`src/rtl/alu_operand_stage_pkg.sv`:
```
// Shared core constants for the ALU operand stage: operand-select encodings,
// the default datapath width and the constant used for the link-address operand.
package alu_operand_stage_pkg;

    localparam int XLEN_DEFAULT = 32;
    localparam int CONST_FOUR   = 4;

    localparam logic [1:0] SRC1_RS1       = 2'd0;
    localparam logic [1:0] SRC1_PC        = 2'd1;
    localparam logic [1:0] SRC1_ZERO      = 2'd2;
    localparam logic [1:0] SRC1_ZERO_ALT  = 2'd3;

    localparam logic [1:0] SRC2_RS2       = 2'd0;
    localparam logic [1:0] SRC2_IMM       = 2'd1;
    localparam logic [1:0] SRC2_FOUR      = 2'd2;
    localparam logic [1:0] SRC2_ZERO      = 2'd3;

endpackage

```
`src/rtl/alu_operand_stage_fwd_resolve.sv`:
```
// Combinational bypass for one source register: picks the youngest matching
// forwarding source, never bypassing x0.
module fwd_resolve #(
    parameter int XLEN = 32,
    parameter int NFWD = 2
) (
    input  logic [4:0]           addr,
    input  logic [XLEN-1:0]      reg_data,
    input  logic [NFWD-1:0]      fwd_valid,
    input  logic [NFWD*5-1:0]    fwd_rd,
    input  logic [NFWD*XLEN-1:0] fwd_data,
    output logic [XLEN-1:0]      data,
    output logic                 hit
);

    // Walk from oldest to youngest so the lowest index wins.
    always_comb begin
        data = reg_data;
        hit  = 1'b0;
        for (int i = NFWD - 1; i >= 0; i--) begin
            if (fwd_valid[i] && (fwd_rd[i*5 +: 5] == addr) && (addr != 5'd0)) begin
                data = fwd_data[i*XLEN +: XLEN];
                hit  = 1'b1;
            end
        end
    end

endmodule

```
`src/rtl/alu_operand_stage.sv`:
```
// ALU operand stage: resolves forwarding, selects operands and registers them
// behind a valid/ready skid-free pipeline register with a forwarding-hit counter.
module alu_operand_stage
    import alu_operand_stage_pkg::*;
#(
    parameter int XLEN = XLEN_DEFAULT,
    parameter int NFWD = 2
) (
    input  logic                 clk,
    input  logic                 rst,
    input  logic                 in_valid,
    output logic                 in_ready,
    input  logic [4:0]           rs1_addr,
    input  logic [4:0]           rs2_addr,
    input  logic [XLEN-1:0]      rs1_data,
    input  logic [XLEN-1:0]      rs2_data,
    input  logic [XLEN-1:0]      imm_ext,
    input  logic [XLEN-1:0]      pc,
    input  logic [1:0]           alu_src1,
    input  logic [1:0]           alu_src2,
    input  logic [NFWD-1:0]      fwd_valid,
    input  logic [NFWD*5-1:0]    fwd_rd,
    input  logic [NFWD*XLEN-1:0] fwd_data,
    input  logic                 flush,
    output logic                 out_valid,
    input  logic                 out_ready,
    output logic [XLEN-1:0]      op_a,
    output logic [XLEN-1:0]      op_b,
    output logic [XLEN-1:0]      store_data,
    output logic [15:0]          fwd_hits
);

    logic [XLEN-1:0] rs1_res;
    logic [XLEN-1:0] rs2_res;
    logic            rs1_hit;
    logic            rs2_hit;
    logic [XLEN-1:0] op_a_nxt;
    logic [XLEN-1:0] op_b_nxt;
    logic            accept;
    logic [1:0]      hit_inc;
    logic [16:0]     hits_sum;

    fwd_resolve #(.XLEN(XLEN), .NFWD(NFWD)) u_rs1 (
        .addr      (rs1_addr),
        .reg_data  (rs1_data),
        .fwd_valid (fwd_valid),
        .fwd_rd    (fwd_rd),
        .fwd_data  (fwd_data),
        .data      (rs1_res),
        .hit       (rs1_hit)
    );

    fwd_resolve #(.XLEN(XLEN), .NFWD(NFWD)) u_rs2 (
        .addr      (rs2_addr),
        .reg_data  (rs2_data),
        .fwd_valid (fwd_valid),
        .fwd_rd    (fwd_rd),
        .fwd_data  (fwd_data),
        .data      (rs2_res),
        .hit       (rs2_hit)
    );

    assign in_ready = !out_valid || out_ready;
    assign accept   = in_valid && in_ready;

    always_comb begin
        case (alu_src1)
            SRC1_RS1: op_a_nxt = rs1_res;
            SRC1_PC:  op_a_nxt = pc;
            default:  op_a_nxt = '0;
        endcase
        case (alu_src2)
            SRC2_RS2:  op_b_nxt = rs2_res;
            SRC2_IMM:  op_b_nxt = imm_ext;
            SRC2_FOUR: op_b_nxt = XLEN'(CONST_FOUR);
            default:   op_b_nxt = '0;
        endcase
    end

    // store_data always carries resolved rs2, so an rs2 hit is always consumed.
    assign hit_inc  = {1'b0, (alu_src1 == SRC1_RS1) && rs1_hit} + {1'b0, rs2_hit};
    assign hits_sum = {1'b0, fwd_hits} + {15'd0, hit_inc};

    always_ff @(posedge clk or posedge rst) begin
        if (rst) begin
            out_valid  <= 1'b0;
            op_a       <= '0;
            op_b       <= '0;
            store_data <= '0;
            fwd_hits   <= '0;
        end else begin
            if (accept) begin
                op_a       <= op_a_nxt;
                op_b       <= op_b_nxt;
                store_data <= rs2_res;
            end
            if (flush) begin
                out_valid <= 1'b0;
            end else if (accept) begin
                out_valid <= 1'b1;
                fwd_hits  <= hits_sum[16] ? 16'hFFFF : hits_sum[15:0];
            end else if (out_ready) begin
                out_valid <= 1'b0;
            end
        end
    end

endmodule

```
`config.mk`:
```
export PLATFORM = sky130hd
export DESIGN_NAME = alu_operand_stage
export DESIGN_NICKNAME = d
export VERILOG_FILES = /design/src/rtl/alu_operand_stage_pkg.sv /design/src/rtl/alu_operand_stage_fwd_resolve.sv /design/src/rtl/alu_operand_stage.sv
export SDC_FILE = /design/constraint.sdc
export NUM_CORES = 1
export LEC_CHECK = 0
export ABC_AREA = 0
export CORE_ASPECT_RATIO = 1.75
export CORE_MARGIN = 2
export CORE_UTILIZATION = 43
export DETAILED_ROUTE_END_ITERATION = 6
export PLACE_DENSITY = 0.8
export SYNTH_ARGS = -nofsm -noshare
export SYNTH_HDL_FRONTEND = slang
export SYNTH_SLANG_ARGS = --single-unit
```
`constraint.sdc`:
```
create_clock -name clk -period 4.7 [get_ports clk]
set_input_delay 0.47 -clock clk [delete_from_list [all_inputs] [get_ports clk]]
set_output_delay 0.47 -clock clk [all_outputs]
set_load 0.05 [all_outputs]
```
After elaboration in Yosys (flattened, before gate mapping)
Index checks and enable logic that the tools add are counted.

cells by class
  equality and inequality tests = 7
  multiplexer cells = 14
  reduce and logical (&&, ||, !) cells = 18
  bitwise gates (word level) = 1
  $add $sub $neg = 2

operator list
  kind                count
  $mux 32             4
  $pmux 32 s3         1
  $pmux 32 s2         1
  $eq 5x5->1          4
  $add 16x2->17       1
  $mux 16             1
  $logic_and 1x1->1   10
  $reduce_bool 5->1   2
  $mux 1              7
  $eq 2x1->1 const B  2
  $logic_not 2->1     2
  $reduce_bool 3->1   1
  $add 1x1->2         1
  $eq 2x2->1 const B  1
  $reduce_and 2->1    1
  $logic_not 1->1     1
  $logic_or 1x1->1    1
  $not 1->1           1

word-level totals
  input port bits = 223
  flip-flop bits (word level) = 113
  output and inout port bits = 114
  word-level logic and storage cells = 47

Depth between registers and ports, before layout
Gate-level depths: netlist of the first run.

  depth after elaboration = 9
  depth in mapped cells = 13
  depth with buffers taken out = 11

By module
Synthesis of the first run repeated with hierarchy kept, for this count alone.

second synthesis, totals
  cell total of the unflattened synthesis = 857
  area, all modules = 7475.9 sq um

modules (own cells, without submodules)
  module             seq. area each (sq um)  cells an instance  area an instance (sq um)  times used
  alu_operand_stage  2827.7                  455                5228.8                    1
  fwd_resolve        0.0                     201                1123.6                    2

Worst setup path after synthesis of the first run
No wires, ideal clock.

  path type = input to register
  start point = in rs1_addr[1]
  end point = reg fwd_hits[10]
  data required time = 4.566 ns
  slack = 1.431 ns
  path buffers = 3
  cell stages on the path = 13
  setup time = 0.134 ns
  data arrival time = 3.135 ns
  cell sequence = or4_4 -> o211a_4 -> and2_4 -> buf_6 -> buf_6 -> a21oi_1 -> nor2_1 -> fa_1 -> ha_1 -> and4_1 -> nand3_1 -> clkbuf_1 -> nand2_1

on the way
  longest elaborated chain between the ends = 9
  elaborated cells between the ends (all ways) = 13
  classes of those cells = 2 x add/sub; 2 x eq/ne; 3 x mux; 6 x reduce/logical

ends and longest elaborated chain
  element                          RTL line                             text
  from (decl)                      alu_operand_stage.sv:13              input logic [4:0] rs1_addr,
  $eq 5x5->1                       alu_operand_stage_fwd_resolve.sv:21  if (fwd_valid[i] && (fwd_rd[i*5 +: 5] == addr) && (addr != 5'd0)) begin
  $logic_and 1x1->1 (2 in series)  alu_operand_stage_fwd_resolve.sv:21
  $mux 1                           alu_operand_stage_fwd_resolve.sv:21
  $mux 1 (*)                       alu_operand_stage_fwd_resolve.sv:21
  $logic_and 1x1->1 (*)            alu_operand_stage.sv:81              assign hit_inc = {1'b0, (alu_src1 == SRC1_RS1) && rs1_hit} + {1'b0, rs2_hit};
  $add 1x1->2 (*)                  alu_operand_stage.sv:81
  $add 16x2->17 (*)                alu_operand_stage.sv:82              assign hits_sum = {1'b0, fwd_hits} + {15'd0, hit_inc};
  $mux 16 (*)                      alu_operand_stage.sv:101             fwd_hits <= hits_sum[16] ? 16'hFFFF : hits_sum[15:0];
  to (signal assigned)             alu_operand_stage.sv:101
  to (decl)                        alu_operand_stage.sv:30              output logic [15:0] fwd_hits

Every way passes the cells marked *; elsewhere a longest branch is shown, timed or not.
A chain may end at the register's enable or synchronous reset.

Final worst setup path of the first run
  start point = in rs1_addr[1]
  end point = reg fwd_hits[0]

The elaborated chain is that of the path after synthesis.

==> results of run 1 <==
flip-flops by register name (all words and copies together) (netlist names):
register    cells
op_b           32
store_data     32
fwd_hits       16
op_a           32
out_valid       1
cells by family after synthesis:
logic type | after synthesis | share of synthesized area
muxes | 1 | 0.001522
AOI/OAI and AO/OA | 424 | 0.3559
and+or+nand+nor | 193 | 0.1453
xor gates and xnor gates | 31 | 0.03670
buffers and inverters | 133 | 0.07392
DFF | 113 | 0.3823
adders and majority gates | 2 | 0.004398
worst min path at each step:
stage	to	cells past startpoint	slack (ns)
floorplan	out_valid$_DFFE_PP0P_	1	0.53
global placement	store_data[2]$_DFFE_PP0P_	2	0.47
detailed placement	store_data[1]$_DFFE_PP0P_	2	0.47
CTS	store_data[1]$_DFFE_PP0P_	2	0.49
global route	store_data[3]$_DFFE_PP0P_	2	0.52
finish	store_data[1]$_DFFE_PP0P_	2	0.49
routing by layer:
metal	track usage	share of wire	wire (um)	vias to the layer above
li1	-	-	-	3895
met1	0.3855	0.34	10980	4091
met2	0.5858	0.51	16290	570
met3	0.06459	0.084	2704	122
met4	0.2198	0.067	2148	0
met5	0	0	0	-
area by class of cell:
class                      count  area [um^2]
clock inverter                12        157.7
multi-input combinational    651         4083
inverter                      41        156.4
timing repair buffer         354         3493
tap                          227        284.0
sequential                   113         2828
antenna                        3        7.507
clock buffer                  20        456.7
fill                        1420         5403
power groups by stage:
stage,clock network (mW),logic (mW),registers (mW)
final,1.35,1.36,1.17
after global routing,1.40,1.43,1.18
after CTS,1.36,1.36,1.17
after detailed placement,0,1.35,1.18
after global placement,0,1.34,1.18
after floorplan,0,0.343,1.59
worst max-delay path: cells and delay by family:
family                   cells  cell delay [ns]
adder cells (fa/ha/maj)      2             0.71
AND/OR/NAND/NOR              5             1.66
AO/OA/AOI/OAI                3             0.78
buffers and inverters        1             0.47
synthesized netlist by cell type, types with 5 or more instances:
cell type,n,area [um^2]
a31oi_1,32,200.2
a21oi_1,129,645.6
nand3_1,39,195.2
a21boi_1,33,247.7
o21ai_1,31,155.2
buf_6,5,56.30
o311ai_1,31,271.5
and3_1,67,419.2
o31ai_1,65,488.0
a21boi_0,30,225.2
nor2_1,8,30.03
xor2_1,27,236.5
buf_2,8,40.04
dfrtp_1,113,2828
clkbuf_1,76,285.3
inv_1,40,150.1
nand2_1,53,198.9
o21ai_0,67,335.3
==> impl_summary.txt, run 1 <==
----------------------------------------------------
[Routing]
  Vias per Instance ... 6.107
  Wire length reported by the detailed router ... 32.13 mm
  Wire length per cell ... 22.61 um
  Number of vias after detailed routing ... 8,678
  Violation count after the first detailed-routing iteration ... 532
  DRC Markers ... 2
  Post-route antenna net violation count ... 0
  Pre-Repair DR Iteration Count ... 7

[Yosys]
  Fraction of registers with async set or reset after synthesis ... 1.000
  Most common flop cell mapped by yosys ... dfrtp_1
  Share of the yosys chip area belonging to registers ... 0.3823
  Avg Cell Area, Syn ... 8.246 um^2
  Number of distinct library cell variants in the gate-level netlist after synthesis ... 44
  Number of flops mapped to enable cells by yosys ... 0
  Gate count after technology mapping ... 897
  Post-synth net total ... 1,122
  Post-synthesis register bit count ... 113
  Synthesized area ... 7397 um^2
  Yosys warns ... 0

[Placement]
  Worst Setup Slack post-DPL ... 0.4768 ns
  Count of port buffers added during placement ... 336
  Final weighted congestion of routability-driven global placement ... 0.8772
  Number of placed cells counting well taps ... 1,386
  Post-placement cell area ... 10,840 um^2
  Estimated wirelength of the detail-placed design ... 22.91 mm

[Global route]
  Overall fraction of global-route tracks in use ... 0.3445
  Pin count of the biggest net entering global routing ... 102
  Number of antenna violations at the first check in global routing ... 3
  Via count of the first global-routing pass ... 8,736
  GRT overflow ... 0
  Wire length of the first global-routing pass ... 47.33 mm

[Floorplan]
  Die outline height ... 177.5 um
  Row count ... 63
  Die X ... 103.1 um
  Effective utilization at floorplan ... 0.4385
  Core region area ... 16,870 um^2
  I/O pin total ... 337
  Die Outline Area ... 18,310 um^2

[Power and ir drop]
  Leak ... 4.861 nW
  IR drop worst, VDD ... 0.2289 mV
  Power share of the sequential group ... 0.301
  Part of the power in the clock network ... 0.348
  Fraction of power spent switching nets ... 0.3663
  Switching Power ... 1.422 mW
  Pwr Total ... 3.881 mW
  Cell internal pwr ... 2.459 mW
  Power density over the cells ... 338.5 nW/um^2
  Comb pwr share ... 0.351

[Timing]
  Unrepaired setup endpoints after global routing ... no
  Tightest slew margin relative to the limit ... 0.2439
  Clock period minus worst slack ... 3.856 ns
  Post-route setup slack ... 0.8438 ns
  Top achievable clock speed ... 0.2593 GHz
  Hold Violations, Final ... 0
  Minimum hold slack ... 0.4858 ns
  Worst slew pin tran ... 1.134 ns
  Post-Route Setup TNS ... 0 ns
  Post-route fraction of the period consumed by the critical path ... 0.8205
  Final setup violating endpoints ... 0
  Final number of max-transition violations ... 0
  Clock skew after layout ... 0.01084 ns

[CTS]
  CTS H-tree depth ... 4
  Setup bufs post-CTS ... 0
  TritonCTS clock tree ... done
  Clock slew at the register clock pins of the worst setup and hold paths ... 0.06 ns
  CTS Root Cell ... clkbuf_16
  Source-to-sink clock delay at the later pin of the worst-skew pair ... 0.41 ns
  Buffer depth of the longest clock path ... 2
  Clock sink count ... 113
  Number of gates resized after cts ... 0
  Cts bufs inserted ... 17
  Number of hold buffers added after CTS ... 0

[Worst setup path]
  CP required ... 4.95 ns
  Reg2reg setup slack ... 2.17 ns
  Source of the critical timing path ... rs1_addr[1]
  Cell-by-cell listing of the critical path ... clkdlybuf4s50_1 -> or4_4 -> o211a_4 -> and2_4 -> a21oi_1 -> nor2_1 -> fa_1 -> ha_1 -> and4_1 -> nand3_1 -> o21ai_0
  Kind of critical path ... input pin to flop
  Launching point of the worst reg2reg path ... out_valid$_DFFE_PP0P_
  Biggest cell delay along the critical path ... 0.59 ns
  Arrival time of the worst setup path ... 4.11 ns
  Destination of the worst register-to-register timing path ... op_a[21]$_DFFE_PP0P_
  Depth of the most critical reg-to-reg path ... 6
  Setup crit end kind ... flop
  Master of the slowest instance on the critical path ... or4_4
  Crit path launch type ... input pin
  Highest net fanout along the worst path ... 33
  CP endpoint ... fwd_hits[0]$_DFFE_PP0P_

[Cells and area]
  Final Util ... 0.6797
  Area growth from synthesis to layout ... 55.01%
  Most common cell after layout, fill and taps aside ... clkdlybuf4s50_1
  Share of layout cells above drive strength 1 ... 0.05793
  Non-Filler Instances ... 1,421
  Number of nets in the finished design ... 1,403
  Most frequent cells in the layout ... clkdlybuf4s50_1, a21oi_1, dfrtp_1, and3_1, o21ai_0
  Final cell area excluding filler cells ... 11,470 um^2

[Hold path]
  Path class of the lowest-slack min-delay path ... flop to flop
  Launch point of the worst hold path ... store_data[1]$_DFFE_PP0P_

[Status]
  Violated checks ... DRC
  Status ... finished with violations

[Flow run]
  Reported max-cap violation count ... 0

----------------------------------------------------
(Power assumes the default switching activity.)
==> inputs of run 2 (changes only) <==
clock period = 4 ns   (was 4.7 ns; I/O delays follow)
==> run 2 against run 1 <==
  * The flow now finishes without violations
  * Largest power group is now clock
  * Worst setup slack got worse by 0.14 ns
  * Utilization increased by 0.33 points
  * Via count increased by 0.46%
  * Routed wire length increased by 3.8%
  * Critical path depth unchanged
==> impl_summary.txt, run 2 (synthesis results as in run 1) <==
----------------------------------------------------
[Floorplan]
  Die X ... 103.1 um
  I/O pin total ... 337
  Core region area ... 16,870 um^2
  Die Outline Area ... 18,310 um^2
  Effective utilization at floorplan ... 0.4385
  Row count ... 63
  Die outline height ... 177.5 um

[Worst setup path]
  Biggest cell delay along the critical path ... 0.58 ns
  CP required ... 4.26 ns
  Arrival time of the worst setup path ... 3.55 ns
  Crit path launch type ... input pin
  Kind of critical path ... input pin to flop
  Setup crit end kind ... flop
  Cell type group with the largest total delay on the critical path ... simple AND/OR/NAND/NOR gates
  Master of the slowest instance on the critical path ... or4_4
  Cell-by-cell listing of the critical path ... clkdlybuf4s50_1 -> or4_4 -> o211a_4 -> and2_4 -> a21oi_1 -> nor2_1 -> fa_1 -> ha_1 -> and4_1 -> nand3_1 -> o21ai_0
  Buffers & Inverters on Critical Path ... 1
  Highest net fanout along the worst path ... 14

[Global route]
  Wire length of the first global-routing pass ... 49.71 mm
  Pin count of the biggest net entering global routing ... 68
  GRT overflow ... 0
  Via count of the first global-routing pass ... 8,841
  Number of antenna violations at the first check in global routing ... 3
  Overall fraction of global-route tracks in use ... 0.3646

[Power and ir drop]
  Leak ... 4.886 nW
  Power density over the cells ... 405.5 nW/um^2
  IR drop worst, VDD ... 0.2727 mV

[Cells and area]
  Final Util ... 0.6831
  Layout filler cell count ... 1,406
  Area growth from synthesis to layout ... 55.77%
  Non-Filler Instances ... 1,421
  Area of all sequential standard cells ... 2828 um^2
  Most frequent cells in the layout ... clkdlybuf4s50_1, a21oi_1, dfrtp_1, and3_1, o21ai_0
  Area taken by multi-input logic gates ... 4083 um^2
  Registers with the highest flip-flop counts ... op_a: 32 flops, op_b: 32 flops, store_data: 32 flops
  Most common cell after layout, fill and taps aside ... clkdlybuf4s50_1
  Share of layout cells above drive strength 1 ... 0.05877
  Number of nets in the finished design ... 1,403

[Routing]
  Number of vias after detailed routing ... 8,718
  Pre-Repair DR Iteration Count ... 5
  Vias per Instance ... 6.135
  DRC Markers ... 0
  Post-route antenna net violation count ... 0
  Wire length per cell ... 23.48 um
  Violation count after the first detailed-routing iteration ... 567
  Wire length reported by the detailed router ... 33.36 mm

[CTS]
  Setup bufs post-CTS ... 0
  CTS H-tree depth ... 4
  Buffer depth of the longest clock path ... 2
  Number of hold buffers added after CTS ... 0
  Cts bufs inserted ... 17
  Clock sink count ... 113
  Number of gates resized after cts ... 0
  Clock slew at the register clock pins of the worst setup and hold paths ... 0.06 ns
  CTS Root Cell ... clkbuf_16
  Source-to-sink clock delay at the later pin of the worst-skew pair ... 0.42 ns
  TritonCTS clock tree ... done

[Hold path]
  Path class of the lowest-slack min-delay path ... input pin to asynchronous set/reset pin

[Timing]
  Tightest slew margin relative to the limit ... 0.1605
  Worst slew pin tran ... 1.256 ns
  Clock skew after layout ... 0.01468 ns
  Post-route fraction of the period consumed by the critical path ... 0.8230
  Top achievable clock speed ... 0.3037 GHz
  Post-Route Setup TNS ... 0 ns
  Final number of max-transition violations ... 0
  Hold Violations, Final ... 0
  Unrepaired setup endpoints after global routing ... no
  Clock period minus worst slack ... 3.292 ns
  Final setup violating endpoints ... 0

[Status]
  Status ... finished, final reports clean

[Placement]
  Count of port buffers added during placement ... 336
  Number of placed cells counting well taps ... 1,386
  Estimated wirelength of the detail-placed design ... 22.44 mm
  Final weighted congestion of routability-driven global placement ... 0.9074

[Flow run]
  Reported max-cap violation count ... 0

----------------------------------------------------
## run 2: cell count changes in the layout (fill, tap and decap cells not counted), sizes merged
cell    previous run  this run
clkinv             5         3
inv               42        43
bufinv             3         4
## run 2: where the power goes
| group | leakage, nW | switching [mW] | internal (mW) |
|---|---|---|---|
| registers | 1.41 | 0.0916 | 1.28 |
| logic | 3.17 | 1.02 | 0.592 |
| clock network | 0.309 | 0.589 | 1.10 |
## run 2: final timing paths
kind | slack, ns | from | to | depth (start not counted)
max | 0.71 | rs1_addr[1] | fwd_hits[1]$_DFFE_PP0P_ | 11
min | 0.43 | rst | op_a[8]$_DFFE_PP0P_ | 2
max reg2reg | 1.83 | out_valid$_DFFE_PP0P_ | op_a[15]$_DFFE_PP0P_ | 5
min reg2reg | 0.49 | store_data[31]$_DFFE_PP0P_ | store_data[31]$_DFFE_PP0P_ | 2
max in group asynchronous | 2.55 | rst | op_a[26]$_DFFE_PP0P_ | 3
min in group clk | 0.49 | store_data[31]$_DFFE_PP0P_ | store_data[31]$_DFFE_PP0P_ | 2
## run 2: per-layer routing
layer / global-route usage / wire, um / part of all wire / up-vias
li1: - / - / - / 3895
met1: 0.4098 / 11650 / 0.35 / 4158
met2: 0.6025 / 16810 / 0.50 / 537
met3: 0.09807 / 2987 / 0.090 / 128
met4: 0.2226 / 1917 / 0.057 / 0
met5: 0 / 0 / 0 / -
## run 2: area by class of cell
type,count,share of cell area
Clock inverter,12,0.01553
Tap cell,227,0.02465
Clock buffer,20,0.04050
Sequential cell,113,0.2454
Antenna cell,3,0.0006515
Timing Repair Buffer,354,0.3054
Inverter,41,0.01357
Multi-Input combinational cell,651,0.3543
## run 2: metrics by stage
| stage | power (mW) | hold WS [ns] | setup slack (ns) | area (um^2) |
|---|---|---|---|---|
| floorplan | 2.275 | 0.4631 | 0.6126 | 7397 |
| global placement | 2.975 | 0.4669 | 0.3543 | 10870 |
| detailed placement | 2.985 | 0.4747 | 0.2620 | 10870 |
| CTS | 4.663 | 0.4472 | 0.6989 | 11510 |
| global route | 4.819 | 0.4779 | 0.5086 | 11520 |
| finish | 4.673 | 0.4296 | 0.7078 | 11520 |
